[src/rtl/boot_pkg.sv]
// Shared constants for the instruction-memory boot loader: FSM encoding and
// stream framing sizes.
package boot_pkg;

    typedef logic [2:0] boot_state_t;

    localparam boot_state_t HDR_HI  = 3'd0;
    localparam boot_state_t HDR_LO  = 3'd1;
    localparam boot_state_t PAYLOAD = 3'd2;
    localparam boot_state_t CHECK   = 3'd3;
    localparam boot_state_t DONE    = 3'd4;
    localparam boot_state_t ERR     = 3'd5;

    localparam int HDR_BYTES      = 2;
    localparam int BYTES_PER_WORD = 4;
    localparam int CKSUM_BYTES    = 1;

endpackage

[src/rtl/byte_packer.sv]
// Big-endian byte-to-word assembler. Presents the completed word combinationally
// alongside a one-cycle word_valid strobe on the byte that finishes it.
module byte_packer (
    input  logic        clk,
    input  logic        rst,
    input  logic        clear,
    input  logic        shift_en,
    input  logic [7:0]  byte_in,
    output logic [31:0] word,
    output logic        word_valid
);
    import boot_pkg::*;

    localparam int CNT_W = $clog2(BYTES_PER_WORD);

    logic [CNT_W-1:0] byte_cnt;
    logic [23:0]      shift_reg;

    // Only the first three bytes need storage; the fourth is taken straight off the bus.
    assign word       = {shift_reg, byte_in};
    assign word_valid = shift_en && (byte_cnt == CNT_W'(BYTES_PER_WORD - 1));

    // NOTE: sequential state uses non-blocking assignments so every register
    // samples pre-edge values, independent of statement order.
    always_ff @(posedge clk) begin
        if (!rst || clear) begin
            byte_cnt  <= '0;
            shift_reg <= '0;
        end else if (shift_en) begin
            byte_cnt  <= byte_cnt + CNT_W'(1);
            shift_reg <= {shift_reg[15:0], byte_in};
        end
    end

endmodule

[src/rtl/imem_boot_loader.sv]
// Streams a length-prefixed, XOR-checksummed program image into instruction
// memory and releases the core from reset only after a valid image.
module imem_boot_loader #(
    parameter int ADDR_W = 8
) (
    input  logic        clk,
    input  logic        rst,
    input  logic        rx_valid,
    input  logic [7:0]  rx_data,
    output logic        rx_ready,
    output logic        imem_we,
    output logic [31:0] imem_addr,
    output logic [31:0] imem_wdata,
    output logic        core_rst,
    output logic        done,
    output logic        error
);
    import boot_pkg::*;

    localparam logic [16:0] CAPACITY = 17'd1 << ADDR_W;

    boot_state_t     state;
    boot_state_t     state_nx;
    logic [7:0]      n_hi;
    logic [15:0]     n_words;
    logic [ADDR_W:0] word_idx;
    logic [7:0]      cksum;

    logic        accept;
    logic        payload_shift;
    logic [15:0] hdr_n;
    logic        last_word;
    logic [31:0] word;
    logic        word_valid;

    assign accept        = rx_valid && rx_ready;
    assign payload_shift = accept && (state == PAYLOAD);
    assign hdr_n         = {n_hi, rx_data};
    assign last_word     = (17'(word_idx) + 17'd1) == {1'b0, n_words};

    byte_packer u_packer (
        .clk        (clk),
        .rst        (rst),
        .clear      (state == HDR_HI),
        .shift_en   (payload_shift),
        .byte_in    (rx_data),
        .word       (word),
        .word_valid (word_valid)
    );

    // NOTE: state_nx gets a default before the case so no path leaves it
    // unassigned, which would otherwise infer a latch.
    always_comb begin
        state_nx = state;
        if (accept) begin
            case (state)
                HDR_HI:  state_nx = HDR_LO;
                HDR_LO: begin
                    if ({1'b0, hdr_n} > CAPACITY) state_nx = ERR;
                    else if (hdr_n == 16'd0)      state_nx = CHECK;
                    else                          state_nx = PAYLOAD;
                end
                PAYLOAD: if (word_valid && last_word) state_nx = CHECK;
                CHECK:   state_nx = (rx_data == cksum) ? DONE : ERR;
                default: state_nx = state;
            endcase
        end
    end

    always_ff @(posedge clk) begin
        if (!rst) begin
            state      <= HDR_HI;
            n_hi       <= '0;
            n_words    <= '0;
            word_idx   <= '0;
            cksum      <= '0;
            rx_ready   <= 1'b0;
            imem_we    <= 1'b0;
            imem_addr  <= '0;
            imem_wdata <= '0;
            core_rst   <= 1'b0;
            done       <= 1'b0;
            error      <= 1'b0;
        end else begin
            state    <= state_nx;
            // Outputs are registered off the next state so they line up with it.
            rx_ready <= (state_nx != DONE) && (state_nx != ERR);
            done     <= (state_nx == DONE);
            core_rst <= (state_nx == DONE);
            error    <= (state_nx == ERR);
            imem_we  <= word_valid;

            if (accept && state == HDR_HI) n_hi    <= rx_data;
            if (accept && state == HDR_LO) n_words <= hdr_n;
            if (payload_shift)             cksum   <= cksum ^ rx_data;

            if (word_valid) begin
                imem_addr  <= 32'({word_idx, 2'b00});
                imem_wdata <= word;
                word_idx   <= word_idx + {{ADDR_W{1'b0}}, 1'b1};
            end
        end
    end

endmodule
[config.mk]
export PLATFORM = sky130hd
export DESIGN_NAME = imem_boot_loader
export DESIGN_NICKNAME = d
export VERILOG_FILES = /design/src/rtl/boot_pkg.sv /design/src/rtl/byte_packer.sv /design/src/rtl/imem_boot_loader.sv
export SDC_FILE = /design/constraint.sdc
export NUM_CORES = 1
export LEC_CHECK = 0
export CORE_MARGIN = 8
export CORE_UTILIZATION = 45
export DETAILED_ROUTE_END_ITERATION = 12
export GPL_TIMING_DRIVEN = 0
export HOLD_SLACK_MARGIN = 0.12
export PLACE_DENSITY = 0.66
export SKIP_LAST_GASP = 1
export SYNTH_ARGS = -nofsm -noshare
export SYNTH_HDL_FRONTEND = slang
export SYNTH_SLANG_ARGS = --single-unit
[constraint.sdc]
create_clock -name clk -period 2.52 [get_ports clk]
set_clock_uncertainty 0.2 [all_clocks]
set_input_delay 0.252 -clock clk [delete_from_list [all_inputs] [get_ports clk]]
set_output_delay 0.252 -clock clk [all_outputs]
set_load 0.02 [all_outputs]
==> out/metrics.cfg, run 1 <==
[final_layout]
fillCellCount = 936
stdcell_area_um2 = 6200
area_growth_pct = 28.8
drive_gt1_frac = 0.103
largest_reg_flops = 32
finish.net_count = 691
antenna_cells_inserted = 0
fin_cells = 827

[pwr]
power_density_nw_per_um2 = 703
clkPwrFrac = 0.524
power_mw = 4.36
p_leak_nw = 2.23
switching_share = 0.225
p_sw_mw = 0.980
seqPwrFrac = 0.424
ir_drop_v = 0.000467
combPwrFrac = 0.052
p_int_mw = 3.38

[worst_setup_path]
rrSetupSlack_ns = 0.26
crit_end = cksum[6]
rr_worst_depth = 6
critical_path_arrival_ns = 2.44
slowest_delay_ns = 0.44
regToRegStartpoint = state[2]
worstPathCellList = nand3b_2, nor3_2, clkbuf_1, nand2_1, xor2_1, nor2_1
r2r-end = cksum[6]
crit_required_ns = 2.70
startpoint = state[2]
worstSetupEndpointType = flip-flop
slowest_stage = nor3_2
crit_cells = 6
criticalPathCategory = reg2reg
critPathMaxFanout = 10
crit_buf_inv = 1
setup.worst_path.start_class = flip-flop
crit_family = simple AND/OR/NAND/NOR gates

[route]
viasPerCell = 4.90
wl_per_cell_um = 14.2
ant_nets = 0
dr.pass1.iters = 4
drcViolationCount = 0
wl_met2_um = 5790
drtIter0Drc = 243
dr_total_vias = 4052
route.met3.wl_um = 722
highest_layer = met4
m1WireLength_um = 5110
wl_um = 11700

[die]
die_w_um = 119
initial_core_util = 0.465
die_area_um2 = 14300
ioPinCount = 80
core_area_um2 = 10400
rows = 37
die_h_um = 119

[place]
gp_congestion = 0.859
io_buffers = 56
dp.cells = 796
place_ws_ns = -0.0846
dpl.hpwl_um = 8420
place_area_um2 = 5630

[flow_run]
cap_violations = 0

[timing]
layout_setup_ws_ns = 0.260
period_needed_ns = 2.26
relSlewSlack = 0.264
setup_tns_ns = 0
rsz0062_at_grt = false
finalCritPeriodShare = 0.897
max_freq_mhz = 442
worstMarginPinSlew_ns = 1.09
hold_violations = 0
setup_viol = 0
drv_slew = 0

[clock_network]
clock_path_buffers = 2
clock-root-buffer = clkbuf_8
cts.sinks = 115
numCtsBuffers = 17
cts_htree_levels = 4
post_cts_resized = 0
cts_tree = yes
cts_setup_buffers = 0
clk_latency_ns = 0.51
clkTransAtPathRegs_ns = 0.06

[yosys]
synth-compound-area-share = 0.136
synth_mux_area_frac = 0.0166
ys_seq_area_frac = 0.478
ys_seq_elements = 115
yosysTopAreaCell = dfxtp_1
yosysWarningCount = 0
synth_ff_type = dfxtp_1
netlist_area_um2 = 4820
synth-xor-area-share = 0.0618
syn_inst = 582
synth-edff-count = 0
yosysUniqueCellTypes = 54
synth_top_family_by_area = simple AND/OR/NAND/NOR gates
synth-simple-area-share = 0.227
synth_top_area_share = 0.478
async_flop_share = 0
syn_area_per_cell_um2 = 8.28
yosysMostFrequentCell = nand2_1
yosys-top-cells-area = dfxtp_1 48%, nand2_1 14%, a21oi_1 7.0%, buf_4 4.1%, xnor2_1 3.5%
synth_fa_ha_area_frac = 0.00519
yosys-top-cells-count = 176 x nand2_1, 115 x dfxtp_1, 67 x a21oi_1

[grt]
antenna_found_initial = 0
grt_pass1_wl_um = 19600
grt.total_usage = 0.169
grt_max_degree = 17
overflow = 0
grt_pass1_vias = 3998

[min_path]
min_from = n_words[15]
hold_class = reg2reg

[run_status]
status = completed

layout by cell type (no fill, tap or decap), types with 10 or more instances in the layout:
| cell | count |
|---|---|
| nand2_1 | 176 |
| dfxtp_1 | 115 |
| a21oi_1 | 67 |
| clkdlybuf4s50_1 | 56 |
| clkbuf_1 | 28 |
| buf_4 | 26 |
| conb_1 | 23 |
| xnor2_1 | 19 |
| nor2_1 | 18 |
| clkbuf_16 | 16 |
| xor2_1 | 15 |
| a21boi_1 | 13 |
| nor2b_1 | 10 |
cell type report:
type                    count  area [um2]  area share
flip-flops and latches    115        2300       0.371
multi-input cells         425        2240       0.361
repair buffers             56         561      0.0903
clock buffers              20         445      0.0718
plain buffers              59         337      0.0542
well taps                 136         170      0.0274
clock inverters            12         131      0.0212
inverters                   4        20.0     0.00323
cells by family after synthesis:
logic type | Yosys count
other | 1
XOR/XNOR | 34
AO/OA/AOI/OAI | 109
flip-flops | 115
adder cells (fa/ha/maj) | 2
AND/OR/NAND/NOR | 249
multiplexers | 8
buffers and inverters | 64
per-stage QoR:
stage	hold slack, ns	utilization
after floorplan	0.187	-
after global placement	0.242	0.543
after detailed placement	0.245	0.543
after CTS	0.252	0.599
after global routing	0.266	0.598
final	0.249	0.598
worst min path at each step:
stage                                        end  depth (start not counted)  slack (ns)
final                                n_words[15]                          2        0.25
after global routing      u_packer.shift_reg[20]                          2        0.27
after CTS                            n_words[15]                          2        0.25
after detailed placement             n_words[15]                          2        0.25
after global placement               n_words[12]                          2        0.24
after floorplan                       n_words[6]                          2        0.19
power groups by stage:
stage | combinational (mW) | clock, mW | sequential (mW)
2_1_floorplan | 0.157 | 0 | 1.88
3_3_place_gp | 0.221 | 0 | 1.89
3_5_place_dp | 0.223 | 0 | 1.89
4_1_cts | 0.224 | 2.32 | 1.85
5_1_grt | 0.245 | 2.41 | 1.85
6_report | 0.227 | 2.29 | 1.85
worst register-to-register path, stage by stage, from the launching register on:
cell	delay, ns
dfxtp_1	0.34
nand3b_2	0.25
nor3_2	0.44
clkbuf_1	0.44
nand2_1	0.21
xor2_1	0.21
nor2_1	0.05
metal layers:
metal	track usage	vias to the layer above
met4	0.0601	0
li1	-	2085
met1	0.197	1870
met3	0.0581	8
met5	0	-
met2	0.283	89
what timing repair did:
action                                  4_1_cts  5_1_grt
endpoints found under the setup margin        0        1
hold buffers                                  0        0
hold endpoints to repair                      0        0
Power figures use the tool's default switching activity.
==> run 2: changes to the inputs <==
PLACE_DENSITY = 0.69   (was 0.66)
clock period = 1.9 ns   (was 2.52 ns; I/O delays follow)
==> run 2 against run 1 <==
The flow now finishes with violations (negative setup slack). Maximum frequency is 12% higher. Worst setup slack got worse by 0.39 ns. Non-clock buffer count rose by 15. Sequential share of layout area down 2.2 points. Sequential cell count unchanged. Core utilization up 4.0 points. Largest cell class is now multi-input combinational cells.
==> out/metrics.cfg, run 2 (synthesized netlist as in run 1, its figures left out) <==
[run_status]
status = finished with violations
violations = negative setup slack

[worst_setup_path]
slowest_stage = dfxtp_4
worstPathCellList = ha_1, buf_8, nand3_1, nor3_1, o41ai_1, a31o_1, a32o_2
rr_worst_depth = 7  ; +1
criticalPathCategory = reg2reg
r2r-end = state[0]
regToRegStartpoint = word_idx[1]
crit_cells = 7  ; +1
critical_path_arrival_ns = 2.24  ; -0.20 ns
slowest_delay_ns = 0.36  ; -0.08 ns
critPathMaxFanout = 9  ; -1
crit_end = state[0]
worstSetupEndpointType = flip-flop
rrSetupSlack_ns = -0.13  ; -0.39 ns
startpoint = word_idx[1]
setup.worst_path.start_class = flip-flop
crit_family = compound AO/OA/AOI/OAI gates
crit_required_ns = 2.11  ; -0.59 ns
crit_buf_inv = 1  ; unchanged

[timing]
max_freq_mhz = 494  ; +12%
finalCritPeriodShare = 1.07  ; +0.169
rsz0062_at_grt = true
worstMarginPinSlew_ns = 0.521  ; -0.574 ns
setup_viol = 2  ; +2
setup_tns_ns = -0.130  ; -0.130 ns
drv_slew = 0  ; unchanged
period_needed_ns = 2.03  ; -0.234 ns
hold_violations = 0  ; unchanged
relSlewSlack = 0.653  ; +0.389
layout_setup_ws_ns = -0.126  ; -0.386 ns

[final_layout]
final_cell_mix = 174 x nand2_1, 111 x dfxtp_1, 67 x a21oi_1
area_growth_pct = 37.4
antenna_cells_inserted = 0  ; unchanged
largest_reg_flops = 32  ; unchanged
stdcell_area_um2 = 6620  ; +6.7%
finish.net_count = 706  ; +2.2%
fillCellCount = 859  ; -8.2%
layout_commonest_cell = nand2_1
fin_cells = 842  ; +1.8%
drive_gt1_frac = 0.161  ; +0.0587

[place]
dp.cells = 796  ; unchanged
gp_congestion = 0.850  ; -1.1%
io_buffers = 56  ; unchanged
place_ws_ns = -0.656  ; -0.572 ns
dpl.hpwl_um = 8370  ; -0.61%
place_area_um2 = 5650  ; +0.31%

[route]
drtIter0Drc = 254  ; +4.5%
dr_total_vias = 4185  ; +3.3%
wl_per_cell_um = 15.0  ; +5.5%
dr.pass1.iters = 5  ; +1
drcViolationCount = 0  ; unchanged
viasPerCell = 4.97  ; +1.4%
wl_um = 12600  ; +7.4%
ant_nets = 0  ; unchanged

[die]
initial_core_util = 0.465  ; unchanged
rows = 37  ; unchanged
die_h_um = 119  ; unchanged
die_w_um = 119  ; unchanged
die_area_um2 = 14300  ; unchanged
core_area_um2 = 10400  ; unchanged
ioPinCount = 80  ; unchanged

[pwr]
ir_drop_v = 0.000506  ; +8.3%
p_int_mw = 4.68  ; +39%
combPwrFrac = 0.062  ; +0.010
power_mw = 5.99  ; +37%
clkPwrFrac = 0.528  ; +0.004
p_leak_nw = 2.83  ; +27%
seqPwrFrac = 0.409  ; -0.015
switching_share = 0.217  ; -0.00718
power_density_nw_per_um2 = 904  ; +29%
p_sw_mw = 1.30  ; +33%

[clock_network]
cts_tree = yes
cts_htree_levels = 4  ; unchanged
clk_latency_ns = 0.52  ; about the same
clkTransAtPathRegs_ns = 0.06  ; about the same
numCtsBuffers = 17  ; unchanged
cts.sinks = 115  ; unchanged
clock-root-buffer = clkbuf_8
clock_path_buffers = 2  ; unchanged

[grt]
antenna_found_initial = 0  ; unchanged
overflow = 0  ; unchanged
grt.total_usage = 0.180  ; +0.0113
grt_max_degree = 17  ; unchanged
grt_pass1_vias = 4119  ; +3.0%
grt_pass1_wl_um = 20900  ; +6.6%

[min_path]
hold_class = in2reg

[flow_run]
cap_violations = 0  ; unchanged

run 2: cell types whose count changed in the layout (fill, tap and decap cells not counted), moves of 8 or more:
cell             previous run  this run
clkbuf_1                   28        13
clkbuf_2                    0         8
clkdlybuf4s50_1            56        24
dlygate4sd2_1               0         8
dlygate4sd3_1               0         8
dlymetal6s2s_1              0        24
run 2: worst min path at each step:
stage	slack, ns	cells past startpoint	to	startpoint
4_1_cts	0.22	3	u_packer.byte_cnt[1]	rst
3_5_place_dp	0.25	2	imem_wdata[29]	imem_wdata[29]
5_1_grt	0.25	5	rx_ready	rx_data[7]
3_3_place_gp	0.24	2	n_words[12]	n_words[12]
2_1_floorplan	0.12	2	n_words[6]	rx_data[6]
6_report	0.21	5	rx_ready	rx_data[7]
run 2: repair_timing:
| action | CTS | global route |
|---|---|---|
| setup endpoints to repair | 84 | 110 |
| pin swaps | 3 | 8 |
| setup buffers | 5 | 4 |
| endpoints found under the hold margin | 27 | 9 |
| resized for setup | 35 | 62 |
| cloned | 0 | 0 |
| hold buffers | 6 | 2 |
run 2: worst reg2reg max path: cells and delay by family (launching register included):
family	cells	cell delay, ns
buffers and inverters	1	0.13
AO/OA/AOI/OAI	3	0.59
adder cells (fa/ha/maj)	1	0.17
flip-flops	1	0.36
AND/OR/NAND/NOR	2	0.46
run 2: power by group through the flow:
stage | clock, mW | sequential (mW) | combinational (mW)
2_1_floorplan | 0 | 2.50 | 0.209
3_3_place_gp | 0 | 2.50 | 0.293
3_5_place_dp | 0 | 2.50 | 0.297
4_1_cts | 3.20 | 2.45 | 0.340
5_1_grt | 3.32 | 2.45 | 0.403
6_report | 3.16 | 2.45 | 0.374
run 2: final cells by class:
class | count | area [um2] | share of cell area
timing repair buffer | 72 | 758 | 0.115
clock inverter | 9 | 128 | 0.0193
clock buffer | 23 | 467 | 0.0705
sequential | 115 | 2310 | 0.349
inverter | 4 | 20.0 | 0.00302
multi-input combinational | 425 | 2390 | 0.360
tap | 136 | 170 | 0.0257
buffer | 58 | 382 | 0.0576
run 2: through the flow:
stage | util | hold WS, ns
floorplan | - | 0.125
global placement | 0.545 | 0.240
detailed placement | 0.545 | 0.246
CTS | 0.618 | 0.216
global route | 0.638 | 0.253
finish | 0.638 | 0.214
run 2: routing by layer:
metal  wire length (um)  GRT usage
met1               5420      0.219
met3                666     0.0562
met5                  0          0
met2               6220      0.283
met4                285     0.0906
==> run 3: changes to the inputs <==
CELL_PAD_IN_SITES_DETAIL_PLACEMENT = 1   (was unset)
CELL_PAD_IN_SITES_GLOBAL_PLACEMENT = 1   (was unset)
CORE_UTILIZATION = 35   (was 45)
PLACE_DENSITY = 0.72   (was 0.69)
==> run 3 against run 2 <==
The flow still finishes with violations (negative setup slack). Sequential cell count did not move. First-iteration DRC count fell by 30%. Worst setup slack gained 0.015 ns. Cell count is 5.0% higher. Combinational power is 1% lower. Largest cell class unchanged. Largest power group unchanged.
==> out/metrics.cfg, run 3 (synthesized netlist as in run 1, its figures left out) <==
[place]
dpl.hpwl_um = 9810  ; +17%
io_buffers = 56  ; unchanged
gp_congestion = 0.821  ; -3.4%
dp.cells = 840  ; +5.5%

[final_layout]
area_growth_pct = 39.2
finish.net_count = 704  ; -0.28%
fin_cells = 884  ; +5.0%
fillCellCount = 1617  ; +88%
antenna_cells_inserted = 0  ; unchanged
largest_reg_flops = 32  ; unchanged
layout_commonest_cell = nand2_1
final_cell_mix = 174 x nand2_1, 109 x dfxtp_1, 67 x a21oi_1
drive_gt1_frac = 0.179  ; +0.0175
multi_input_area_um2 = 2430  ; +1.7%
register_area_um2 = 2310  ; +0.11%
final_util = 0.491  ; -0.147

[pwr]
seqPwrFrac = 0.388  ; -0.021
p_int_mw = 5.01  ; +7.0%
power_density_nw_per_um2 = 943  ; +4.2%
combPwrFrac = 0.058  ; -0.004
ir_drop_v = 0.000553  ; +9.1%
clkPwrFrac = 0.554  ; +0.026
switching_share = 0.207  ; -0.0101
p_leak_nw = 2.46  ; -13%
p_sw_mw = 1.31  ; +0.73%

[worst_setup_path]
crit_family = simple AND/OR/NAND/NOR gates
slowest_delay_ns = 0.54  ; +0.18 ns
worstSetupEndpointType = flip-flop
slowest_stage = or4_4
worstPathCellList = or4_4, nor4_4, a41o_1, nand3_2, a32o_2
criticalPathCategory = reg2reg
critical_path_arrival_ns = 2.11  ; -0.13 ns
critPathMaxFanout = 3  ; -6
rrSetupSlack_ns = -0.11  ; about the same
rr_worst_depth = 5  ; -2
setup.worst_path.start_class = flip-flop
crit_buf_inv = 0  ; -1
crit_required_ns = 2.00  ; -0.11 ns
crit_cells = 5  ; -2

[clock_network]
cts_htree_levels = 4  ; unchanged
clkTransAtPathRegs_ns = 0.05  ; about the same
cts.sinks = 115  ; unchanged
clock_path_buffers = 2  ; unchanged
cts_tree = yes
clk_latency_ns = 0.41  ; -0.11 ns
numCtsBuffers = 17  ; unchanged
clock-root-buffer = clkbuf_16

[timing]
drv_slew = 0  ; unchanged
finalCritPeriodShare = 1.06  ; -0.00780
relSlewSlack = 0.645  ; -0.00806
setup_viol = 4  ; +2
rsz0062_at_grt = true
worstMarginPinSlew_ns = 0.533  ; +0.0121 ns
max_freq_mhz = 497  ; +0.74%
hold_violations = 0  ; unchanged
layout_setup_ws_ns = -0.111  ; +0.0148 ns
period_needed_ns = 2.01  ; -0.0148 ns

[route]
dr_total_vias = 4265  ; +1.9%
dr.pass1.iters = 4  ; -1
wl_um = 14000  ; +11%
drtIter0Drc = 178  ; -30%
drcViolationCount = 0  ; unchanged
viasPerCell = 4.82  ; -2.9%
ant_nets = 0  ; unchanged
wl_per_cell_um = 15.8  ; +5.8%

[grt]
grt_pass1_vias = 4432  ; +7.6%
grt_max_degree = 17  ; unchanged
overflow = 0  ; unchanged
antenna_found_initial = 0  ; unchanged
grt_pass1_wl_um = 22700  ; +8.8%
grt.total_usage = 0.160  ; -0.0203

[die]
initial_core_util = 0.353  ; -0.112
core_area_um2 = 13700  ; +32%
die_area_um2 = 17800  ; +25%
die_h_um = 133  ; +12%
ioPinCount = 80  ; unchanged
die_w_um = 133  ; +12%
rows = 43  ; +16%

[flow_run]
cap_violations = 0  ; unchanged

[run_status]
status = finished with violations
violations = negative setup slack

[min_path]
hold_class = in2reg
min_path_cells = 3  ; -2

==> run 3: cell count changes in the layout (fill, tap and decap cells not counted), moves of 3 or more <==
cell             previous run  this run
clkdlybuf4s50_1            24        48
buf_4                      32        37
dlygate4sd3_1               8         4
dlymetal6s2s_1             24         0
buf_2                       6         3
==> run 3: layout make-up <==
class                   instances  area share
clock inverters                 9      0.0261
flip-flops and latches        115       0.345
plain buffers                  58      0.0601
inverters                       4     0.00298
well taps                     180      0.0336
repair buffers                 70      0.0998
clock buffers                  23      0.0712
multi-input cells             425       0.362
==> run 3: power groups by stage <==
stage | logic, mW | registers (mW) | clock network (mW)
after floorplan | 0.209 | 2.50 | 0
after global placement | 0.299 | 2.50 | 0
after detailed placement | 0.303 | 2.50 | 0
after CTS | 0.344 | 2.45 | 3.56
after global routing | 0.396 | 2.45 | 3.67
final | 0.369 | 2.45 | 3.50
==> run 3: metal layers <==
| metal | global-route usage | vias to the layer above | routed length, um | part of all wire |
|---|---|---|---|---|
| li1 | - | 2093 | - | - |
| met1 | 0.181 | 2070 | 5910 | 0.42 |
| met2 | 0.277 | 80 | 7170 | 0.51 |
| met3 | 0.0425 | 22 | 586 | 0.042 |
| met4 | 0.0711 | 0 | 320 | 0.023 |
| met5 | 0 | - | 0 | 0 |
==> run 3: worst min-delay path, delay by kind of cell <==
family | cells | cell delay (ns)
AND/OR/NAND/NOR | 1 | 0.11
AO/OA/AOI/OAI | 1 | 0.06
buffers and inverters | 1 | 0.35
==> run 3: through the flow <==
stage               hold WS (ns)  cell area [um2]  TNS [ns]  worst slack, ns  power [mW]
finish                     0.138             6710    -0.170           -0.111        6.32
CTS                        0.122             6540    -0.506           -0.135        6.36
global placement           0.242             5700    -44.91           -0.660        2.80
detailed placement         0.246             5700    -48.95           -0.719        2.81
floorplan                  0.125             4920         0           0.0129        2.71
global route               0.142             6710    -0.312           -0.148        6.52
==> run 3: worst paths after layout <==
check                                  from            end
worst max register to register      n_hi[7]       state[0]
worst max-delay path                n_hi[7]       state[0]
worst min register to register  n_words[14]    n_words[14]
worst min-delay path             rx_data[1]  imem_wdata[1]
==> run 3: repair_timing <==
item,in CTS,in global routing
buffers inserted,6,4
hold endpoints to repair,4,4
pin swaps,7,10
endpoints found under the setup margin,86,85
gates resized for setup,46,45
hold buffers,3,1
